### src/rtl/tomasulo_pkg.sv
// Shared opcode constants, ROB entry record and opcode helpers for the
// Tomasulo-style issue/commit slice.
package tomasulo_pkg;

    localparam logic [3:0] OP_ADD   = 4'd0;
    localparam logic [3:0] OP_SUB   = 4'd1;
    localparam logic [3:0] OP_AND   = 4'd2;
    localparam logic [3:0] OP_OR    = 4'd3;
    localparam logic [3:0] OP_LOAD  = 4'd4;
    localparam logic [3:0] OP_STORE = 4'd5;
    localparam logic [3:0] OP_BEQ   = 4'd6;
    localparam logic [3:0] OP_BNEQ  = 4'd7;

    // Control part of a ROB entry; the result value is held in a parallel
    // array sized by the DATA_W parameter of the store.
    typedef struct packed {
        logic       valid;
        logic       ready;
        logic [3:0] func;
        logic [3:0] rd;
    } rob_entry_t;

    // Opcodes add..load write the register bank; store and branches do not.
    function automatic logic op_writes_reg(input logic [3:0] func);
        return (func <= OP_LOAD);
    endfunction

    function automatic logic op_is_branch(input logic [3:0] func);
        return (func == OP_BEQ) || (func == OP_BNEQ);
    endfunction

endpackage

### src/rtl/rob_entry_store.sv
// ROB entry array: allocation write port, CDB result write port, retire
// clear port and a combinational read port at the head pointer.
module rob_entry_store
    import tomasulo_pkg::*;
#(
    parameter int DEPTH  = 8,
    parameter int DATA_W = 16,
    localparam int IDX_W = $clog2(DEPTH)
) (
    input  logic              clk1,
    input  logic              rst_n,
    input  logic              clear,
    input  logic              alloc_we,
    input  logic [IDX_W-1:0]  alloc_idx,
    input  logic [3:0]        alloc_func,
    input  logic [3:0]        alloc_rd,
    input  logic              cdb_we,
    input  logic [IDX_W-1:0]  cdb_idx,
    input  logic [DATA_W-1:0] cdb_data,
    input  logic              retire_we,
    input  logic [IDX_W-1:0]  head_idx,
    output rob_entry_t        head_entry,
    output logic [DATA_W-1:0] head_value
);

    rob_entry_t        entries [DEPTH];
    logic [DATA_W-1:0] values  [DEPTH];

    // Entry updates. Alloc and retire never target the same slot (head==tail
    // only when empty or full), and a CDB write only lands on a valid,
    // not-ready entry, so it can neither hit a retiring head nor a fresh slot.
    always_ff @(posedge clk1 or negedge rst_n) begin
        if (!rst_n) begin
            for (int i = 0; i < DEPTH; i++) begin
                entries[i] <= '0;
                values[i]  <= '0;
            end
        end else if (clear) begin
            for (int i = 0; i < DEPTH; i++) begin
                entries[i].valid <= 1'b0;
                entries[i].ready <= 1'b0;
            end
        end else begin
            if (retire_we) begin
                entries[head_idx].valid <= 1'b0;
                entries[head_idx].ready <= 1'b0;
            end
            if (alloc_we) begin
                entries[alloc_idx] <= '{valid: 1'b1, ready: 1'b0,
                                        func: alloc_func, rd: alloc_rd};
            end
            if (cdb_we && entries[cdb_idx].valid && !entries[cdb_idx].ready) begin
                entries[cdb_idx].ready <= 1'b1;
                values[cdb_idx]        <= cdb_data;
            end
        end
    end

    // Head read port feeding the retire decision.
    always_comb begin
        head_entry = entries[head_idx];
        head_value = values[head_idx];
    end

endmodule

### src/rtl/rob_commit.sv
// Reorder buffer with in-order single-entry commit.
// Optional feature macro ROB_FLUSH_EN: a retiring beq/bneq whose result bit0
// is set flushes the whole buffer and pulses flush for one cycle. Without it
// branches retire as ordinary non-writing entries and flush stays 0.
module rob_commit
    import tomasulo_pkg::*;
#(
    parameter int DEPTH  = 8,
    parameter int DATA_W = 16,
    localparam int IDX_W = $clog2(DEPTH),
    localparam int CNT_W = IDX_W + 1
) (
    input  logic              clk1,
    input  logic              rst_n,
    input  logic              alloc_valid,
    input  logic [3:0]        alloc_func,
    input  logic [3:0]        alloc_rd,
    output logic              alloc_ready,
    output logic [IDX_W-1:0]  alloc_idx,
    input  logic              cdb_valid,
    input  logic [IDX_W-1:0]  cdb_rob_idx,
    input  logic [DATA_W-1:0] cdb_data,
    output logic              commit_valid,
    output logic              commit_we,
    output logic [3:0]        commit_rd,
    output logic [DATA_W-1:0] commit_data,
    output logic [3:0]        commit_func,
    output logic [CNT_W-1:0]  rob_count,
    output logic              flush
);

    logic [IDX_W-1:0]  head_p;
    logic [IDX_W-1:0]  tail_p;
    rob_entry_t        head_entry;
    logic [DATA_W-1:0] head_value;
    logic              do_alloc;
    logic              do_retire;
    logic              mispredict;

    assign alloc_ready = (rob_count < CNT_W'(DEPTH));
    assign alloc_idx   = tail_p;
    assign do_alloc    = alloc_valid && alloc_ready;
    assign do_retire   = head_entry.valid && head_entry.ready;

`ifdef ROB_FLUSH_EN
    assign mispredict = do_retire && op_is_branch(head_entry.func) && head_value[0];
`else
    assign mispredict = 1'b0;
`endif

    rob_entry_store #(
        .DEPTH  (DEPTH),
        .DATA_W (DATA_W)
    ) u_store (
        .clk1       (clk1),
        .rst_n      (rst_n),
        .clear      (mispredict),
        .alloc_we   (do_alloc && !mispredict),
        .alloc_idx  (tail_p),
        .alloc_func (alloc_func),
        .alloc_rd   (alloc_rd),
        .cdb_we     (cdb_valid && !mispredict),
        .cdb_idx    (cdb_rob_idx),
        .cdb_data   (cdb_data),
        .retire_we  (do_retire),
        .head_idx   (head_p),
        .head_entry (head_entry),
        .head_value (head_value)
    );

    // Head/tail pointers and occupancy; a misprediction resets all three.
    always_ff @(posedge clk1 or negedge rst_n) begin
        if (!rst_n) begin
            head_p    <= '0;
            tail_p    <= '0;
            rob_count <= '0;
        end else if (mispredict) begin
            head_p    <= '0;
            tail_p    <= '0;
            rob_count <= '0;
        end else begin
            if (do_alloc)  tail_p <= tail_p + 1'b1;
            if (do_retire) head_p <= head_p + 1'b1;
            case ({do_alloc, do_retire})
                2'b10:   rob_count <= rob_count + 1'b1;
                2'b01:   rob_count <= rob_count - 1'b1;
                default: rob_count <= rob_count;
            endcase
        end
    end

    // Registered commit port; rd/func/data hold the last retired entry.
    always_ff @(posedge clk1 or negedge rst_n) begin
        if (!rst_n) begin
            commit_valid <= 1'b0;
            commit_we    <= 1'b0;
            commit_rd    <= '0;
            commit_func  <= '0;
            commit_data  <= '0;
            flush        <= 1'b0;
        end else begin
            commit_valid <= do_retire;
            commit_we    <= do_retire && op_writes_reg(head_entry.func);
            flush        <= mispredict;
            if (do_retire) begin
                commit_rd   <= head_entry.rd;
                commit_func <= head_entry.func;
                commit_data <= head_value;
            end
        end
    end

endmodule

### config.mk
export PLATFORM = sky130hd
export DESIGN_NAME = rob_commit
export DESIGN_NICKNAME = d
export VERILOG_FILES = /design/src/rtl/tomasulo_pkg.sv /design/src/rtl/rob_entry_store.sv /design/src/rtl/rob_commit.sv
export SDC_FILE = /design/constraint.sdc
export NUM_CORES = 1
export LEC_CHECK = 0
export CAP_MARGIN = 5
export CELL_PAD_IN_SITES_DETAIL_PLACEMENT = 1
export CELL_PAD_IN_SITES_GLOBAL_PLACEMENT = 1
export CORE_ASPECT_RATIO = 1.4
export CORE_MARGIN = 2
export CORE_UTILIZATION = 35
export DETAILED_ROUTE_END_ITERATION = 6
export GPL_ROUTABILITY_DRIVEN = 1
export PLACE_DENSITY_LB_ADDON = 0.1
export SETUP_SLACK_MARGIN = 0.02
export SKIP_LAST_GASP = 1
export SYNTH_ARGS = -nofsm -noshare
export SYNTH_HDL_FRONTEND = slang
export SYNTH_SLANG_ARGS = --single-unit
### constraint.sdc
create_clock -name clk1 -period 3.1 [get_ports clk1]
set_input_delay 0.31 -clock clk1 [delete_from_list [all_inputs] [get_ports clk1]]
set_output_delay 0.31 -clock clk1 [all_outputs]
set_load 0.01 [all_outputs]
**Word-level counts from Yosys, hierarchy flattened**

Cells that the tools add are included.

- Magnitude comparators: 8
- Reductions and logical operators: 10
- Bitwise operators: 3
- Mux-type cells: 28
- Equality and inequality tests: 2
- Add/subtract/negate cells: 4

Operator list:

| cell | count |
|---|---|
| 80-bit bitwise mux | 4 |
| 80-bit 2-to-1 mux | 3 |
| 128-bit bitwise mux | 1 |
| 10-bit demux with 3-bit select | 4 |
| 10-bit binary-select mux with 3-bit select | 2 |
| 10-bit 2-to-1 mux | 6 |
| 16-bit binary-select mux with 3-bit select | 1 |
| 16-bit demux with 3-bit select | 1 |
| 16-bit 2-to-1 mux | 3 |
| 9-bit 2-to-1 mux | 2 |
| 4-bit >= comparator, second input constant | 3 |
| 4-bit by 1-bit less-than comparator with 1-bit output, second input constant | 3 |
| 3-bit NOT with 4-bit output | 3 |
| 1-bit logical AND | 8 |
| 4-bit case mux with 2 select lines | 1 |
| 3-bit by 1-bit adder with 3-bit output, second input constant | 2 |
| 4-bit by 1-bit adder with 4-bit output, second input constant | 1 |
| 4-bit by 3-bit <= comparator with 1-bit output, second input constant | 1 |
| 4-bit less-than comparator, second input constant | 1 |
| 4-bit by 1-bit subtractor with 4-bit output, second input constant | 1 |
| 2-bit by 1-bit equality test with 1-bit output, second input constant | 1 |
| 2-bit equality test, second input constant | 1 |
| 2-bit nonzero test | 1 |
| 1-bit zero test | 1 |

- Input port bits: 31
- Output and inout bits: 35
- Flip-flop bits (word level): 244

**Depth between registers and ports, before layout**

- Depth in word-level cells: 12
- Depth in mapped cells: 17

**By module**

Synthesis repeated with hierarchy kept, for this count alone.

- Cells, all modules: 819
- Area total of the unflattened synthesis: 11194.5 µm²

Modules (own cells, without submodules):

| module | instances | area an instance (µm²) | cells each |
|---|---|---|---|
| rob_entry_store | 1 | 9731.8 | 721 |
| rob_commit | 1 | 1462.7 | 98 |

**Worst setup path after synthesis**

No wires, ideal clock.

- Kind: register -> register
- From: register head_p[1]
- To: register rob_count[2]
- Stages on the path, launching flop included: 16
- Path slack: 0.029 ns
- Clock period less this slack: 3.071 ns
- Data arrival time: 2.942 ns
- Data required time: 2.971 ns
- Setup time: 0.129 ns
- Path buffers: 4
- Path through: dfrtp_1 > mux2_1 > a22o_1 > and2_1 > buf_6 > or2_1 > buf_6 > buf_6 > buf_6 > ha_1 > xor2_1 > ha_1 > a21oi_1 > xor2_1 > nor2_1 > xor2_1

- Word-level cells in the longest chain between the ends: 7

RTL lines:

| item | RTL line | RTL |
|---|---|---|
| start: declaration | rob_commit.sv:32 | `logic [IDX_W-1:0] head_p;` |
| start signal: assignment | rob_commit.sv:83 | `if (do_retire) head_p <= head_p + 1'b1;` |
| 3-bit NOT with 4-bit output (not written as such) * | rob_entry_store.sv:61 | `head_entry = entries[head_idx];` |
| 10-bit binary-select mux with 3-bit select * | rob_entry_store.sv:61 |  |
| 10-bit 2-to-1 mux (not written as such) * (2 in a row) | rob_entry_store.sv:61 |  |
| 1-bit logical AND * | rob_commit.sv:43 | `assign do_retire = head_entry.valid && head_entry.ready;` |
| via do_retire | rob_commit.sv:37 | `logic do_retire;` |
| 2-bit by 1-bit equality test with 1-bit output or 2-bit equality test (tied branches) | rob_commit.sv:84 | `case ({do_alloc, do_retire})` |
| 4-bit case mux with 2 select lines or 2-bit nonzero test (tied branches) | n/a |  |
| end signal: assignment | rob_commit.sv:85 | `2'b10: rob_count <= rob_count + 1'b1;` |
| end signal: assignment | rob_commit.sv:86 | `2'b01: rob_count <= rob_count - 1'b1;` |
| end signal: assignment | rob_commit.sv:87 | `default: rob_count <= rob_count;` |
| end: declaration | rob_commit.sv:28 | `output logic [CNT_W-1:0] rob_count,` |

Mark *: on every way through the listed nets, which the timed path passes. The rest lies on a longest branch. The select of a mux whose other input is x is not followed.
A chain may end at the register's enable or synchronous reset.

**Worst setup path in the final report**

- From: register head_p[1]
- To: register rob_count[2]

- Word-level cells in the longest chain between the ends: 7

RTL lines:

| item | RTL line |
|---|---|
| 3-bit NOT with 4-bit output (not written as such) * | rob_entry_store.sv:61 |
| 10-bit binary-select mux with 3-bit select * | rob_entry_store.sv:61 |
| 10-bit 2-to-1 mux (not written as such) * (2 in a row) | rob_entry_store.sv:61 |
| 1-bit logical AND * | rob_commit.sv:43 |
| 2-bit by 1-bit equality test with 1-bit output or 2-bit equality test (tied branches) | rob_commit.sv:84 |
| 4-bit case mux with 2 select lines or 2-bit nonzero test (tied branches) | n/a |

Mark *: on every way between the ends. The rest lies on a longest branch, timed or not. The select of a mux whose other input is x is not followed.

==> flow_summary.toml <==
[clocking]
cts_tree = "yes"
clock_latency_ps = 550
cts-htree-levels = 1
clkSinkCount = 244
path_clk_slew_ps = 60
root_buffer = "clkbuf_16"
cts-buffers-inserted = 27
cts.path.max_buffers = 3

[drt]
drc = 0
viasPerCell = 5.41
drtIter0Drc = 283
drt_wl_total_mm = 30.6
ant_nets = 0
drt_pass1_iterations = 4
dr_wl_met3_um = 817
wl_met2_mm = 16.1
dr.max_layer_used = "met4"
wl_met1_mm = 13.0
drt-wirelength-per-cell_um = 23.8
num_vias = 6967

[flow_run]
cap_violations = 0

[logic_synthesis]
yosysTopAreaCellShare = 0.550
synth_edf_count = 0
synth_seq_cells = 244
ys_async_sr_fraction = 1.00
synth_nets = 821
synthesis.area_sq_um = 11100
ys_seq_area_frac = 0.550
synth_cells = 785
yosysMostFrequentCell = "dfrtp_1"
avgSynthCellArea_sq_um = 14.2
ys_warn_count = 0
yosysTopAreaCell = "dfrtp_1"
netlist_top_cells_count = "dfrtp_1, mux2_2, nand2_1"
synthDistinctLibCells = 56
synth_ff_type = "dfrtp_1"
synth_area_leaders = "dfrtp_1, mux2_2, mux4_2"

[sta]
fmax_ghz = 0.345
hold_slack_ps = 380
setup_viol = 0
rsz0062_at_grt = "no"
hold_viol = 0
fin_tns_setup_ps = 0
slew_headroom = 0.555
worst_pin_slew_ps = 666
period_share = 0.935
final-max-slew-violation-count = 0
skew_ps = 22.9
min_period_ps = 2900

[global_routing]
grt_pass1_wl_mm = 48.0
grt_usage = 0.188
grt_max_degree = 83
grt_pass1_vias = 8046
antenna_found_initial = 0
grt-ovfl-total = 0

[layout]
synthToLayoutAreaGrowth_pct = 19.7
final-instance-count-excl-fill = 1287
fin_nets = 908
antenna_cells = 0
drive_gt1_frac = 0.404

[die]
die_y_um = 215
start_util = 0.354
core_sq_um = 31400
io_pins = 66
dieArea_sq_um = 33200
die_x_um = 155
num_rows = 77

[critical_path]
critPathArrivalTime_ps = 3310
path_max_fanout = 11
path_class = "reg -> reg"
startpoint_type = "flip-flop"
endpoint_kind = "flip-flop"
regToRegSetupSlack_ps = 200
critPathRequiredTime_ps = 3510

[place]
gp_congestion = 0.809
hpwl_mm = 19.6
port_buffers = 64
placed_cells = 1237

[min_path]
hold_path_class = "in -> async"

[pwr]
p_per_area_nw_per_um2 = 935
leakagePower_nw = 6.07
peakVddDrop_mv = 0.498

[run_status]
outcome = "complete, no violations"
[per-stage QoR]
stage                     setup WS [ps]  total power, mW   util  area (sq um)
after CTS                           203             12.6  0.423         13300
after floorplan                    28.8             7.59      -         11100
after global routing               39.8             13.2  0.424         13300
final                               200             12.4  0.424         13300
after global placement              306             9.08  0.394         12400
after detailed placement            234             9.29  0.394         12400
[registers in the layout, indices dropped and copies added (netlist names)]
| signal | flops |
|---|---|
| commit_func | 4 |
| u_store.entries | 80 |
| commit_we | 1 |
| commit_valid | 1 |
| commit_data | 16 |
| head_p | 3 |
| rob_count | 4 |
| commit_rd | 4 |
| alloc_idx | 3 |
| u_store.values | 128 |
[power breakdown]
part           total (mW)  switching (mW)  internal (mW)
registers            4.86           0.657           4.20
clock network        3.25            1.30           1.96
logic                4.32            2.09           2.23
total                12.4            4.04           8.39
[routing by layer]
metal / up-vias / GRT usage
met2: 115 / 0.345
li1: 3072 / -
met5: - / 0
met4: 0 / 0.0574
met1: 3743 / 0.230
met3: 37 / 0.0210
[layout by cell type (no fill, tap or decap), drive strengths merged, types with 16 or more instances in the layout]
cell type      Yosys  layout
nor3              16      16
clkdlybuf4s50      0      63
nor2              16      16
buf               29      41
nand2             41      41
mux2             223     223
mux2i             17      17
mux4              29      29
clkbuf            18      41
dfrtp            244     244
[final cells by class]
class	instances	area (sq um)
clock inverters	8	93.8
repair buffers	105	1030
fillers	3185	18100
multi-input cells	484	4720
flip-flops and latches	244	6110
inverters	10	37.5
clock buffers	41	808
well taps	395	494
[path summary, 6_finish.rpt]
path                                            to  cells past startpoint          startpoint
worst max register to register        rob_count[2]                     12           head_p[1]
max in group asynchronous           commit_func[3]                      3               rst_n
worst min register to register  u_store.values[50]                      1  u_store.values[50]
worst min-delay path                  rob_count[0]                      2               rst_n
min in group clk1               u_store.values[50]                      1  u_store.values[50]
worst max-delay path                  rob_count[2]                     12           head_p[1]
[critical path, cell delays in order, from the launching register on]
cell	delay (ps)
dfrtp_2	400
buf_4	230
mux2_2	370
nand3_1	130
o31ai_2	90
or2_2	320
ha_1	290
xor2_1	180
ha_1	190
a21oi_1	160
xor2_1	170
nor2_1	70
xor2_1	150
[what timing repair did]
action,in CTS,in global routing
gates resized for setup,0,1
setup endpoints to repair,0,1
hold buffers,1,0
endpoints found under the hold margin,79,0
buffers inserted,0,0
[kinds of logic (layout without fill, tap and decap cells)]
| kind of cell | Yosys count | in the layout | synth area share |
|---|---|---|---|
| AOI/OAI and AO/OA | 88 | 88 | 0.0624 |
| other | 1 | 1 | 0.000338 |
| and+or+nand+nor | 113 | 113 | 0.0493 |
| xor gates and xnor gates | 8 | 8 | 0.00631 |
| muxes | 269 | 269 | 0.301 |
| buffers and inverters | 57 | 164 | 0.0252 |
| DFF | 244 | 244 | 0.550 |
| adders and majority gates | 5 | 5 | 0.00563 |
No activity file was read; power rests on OpenSTA's default activity.
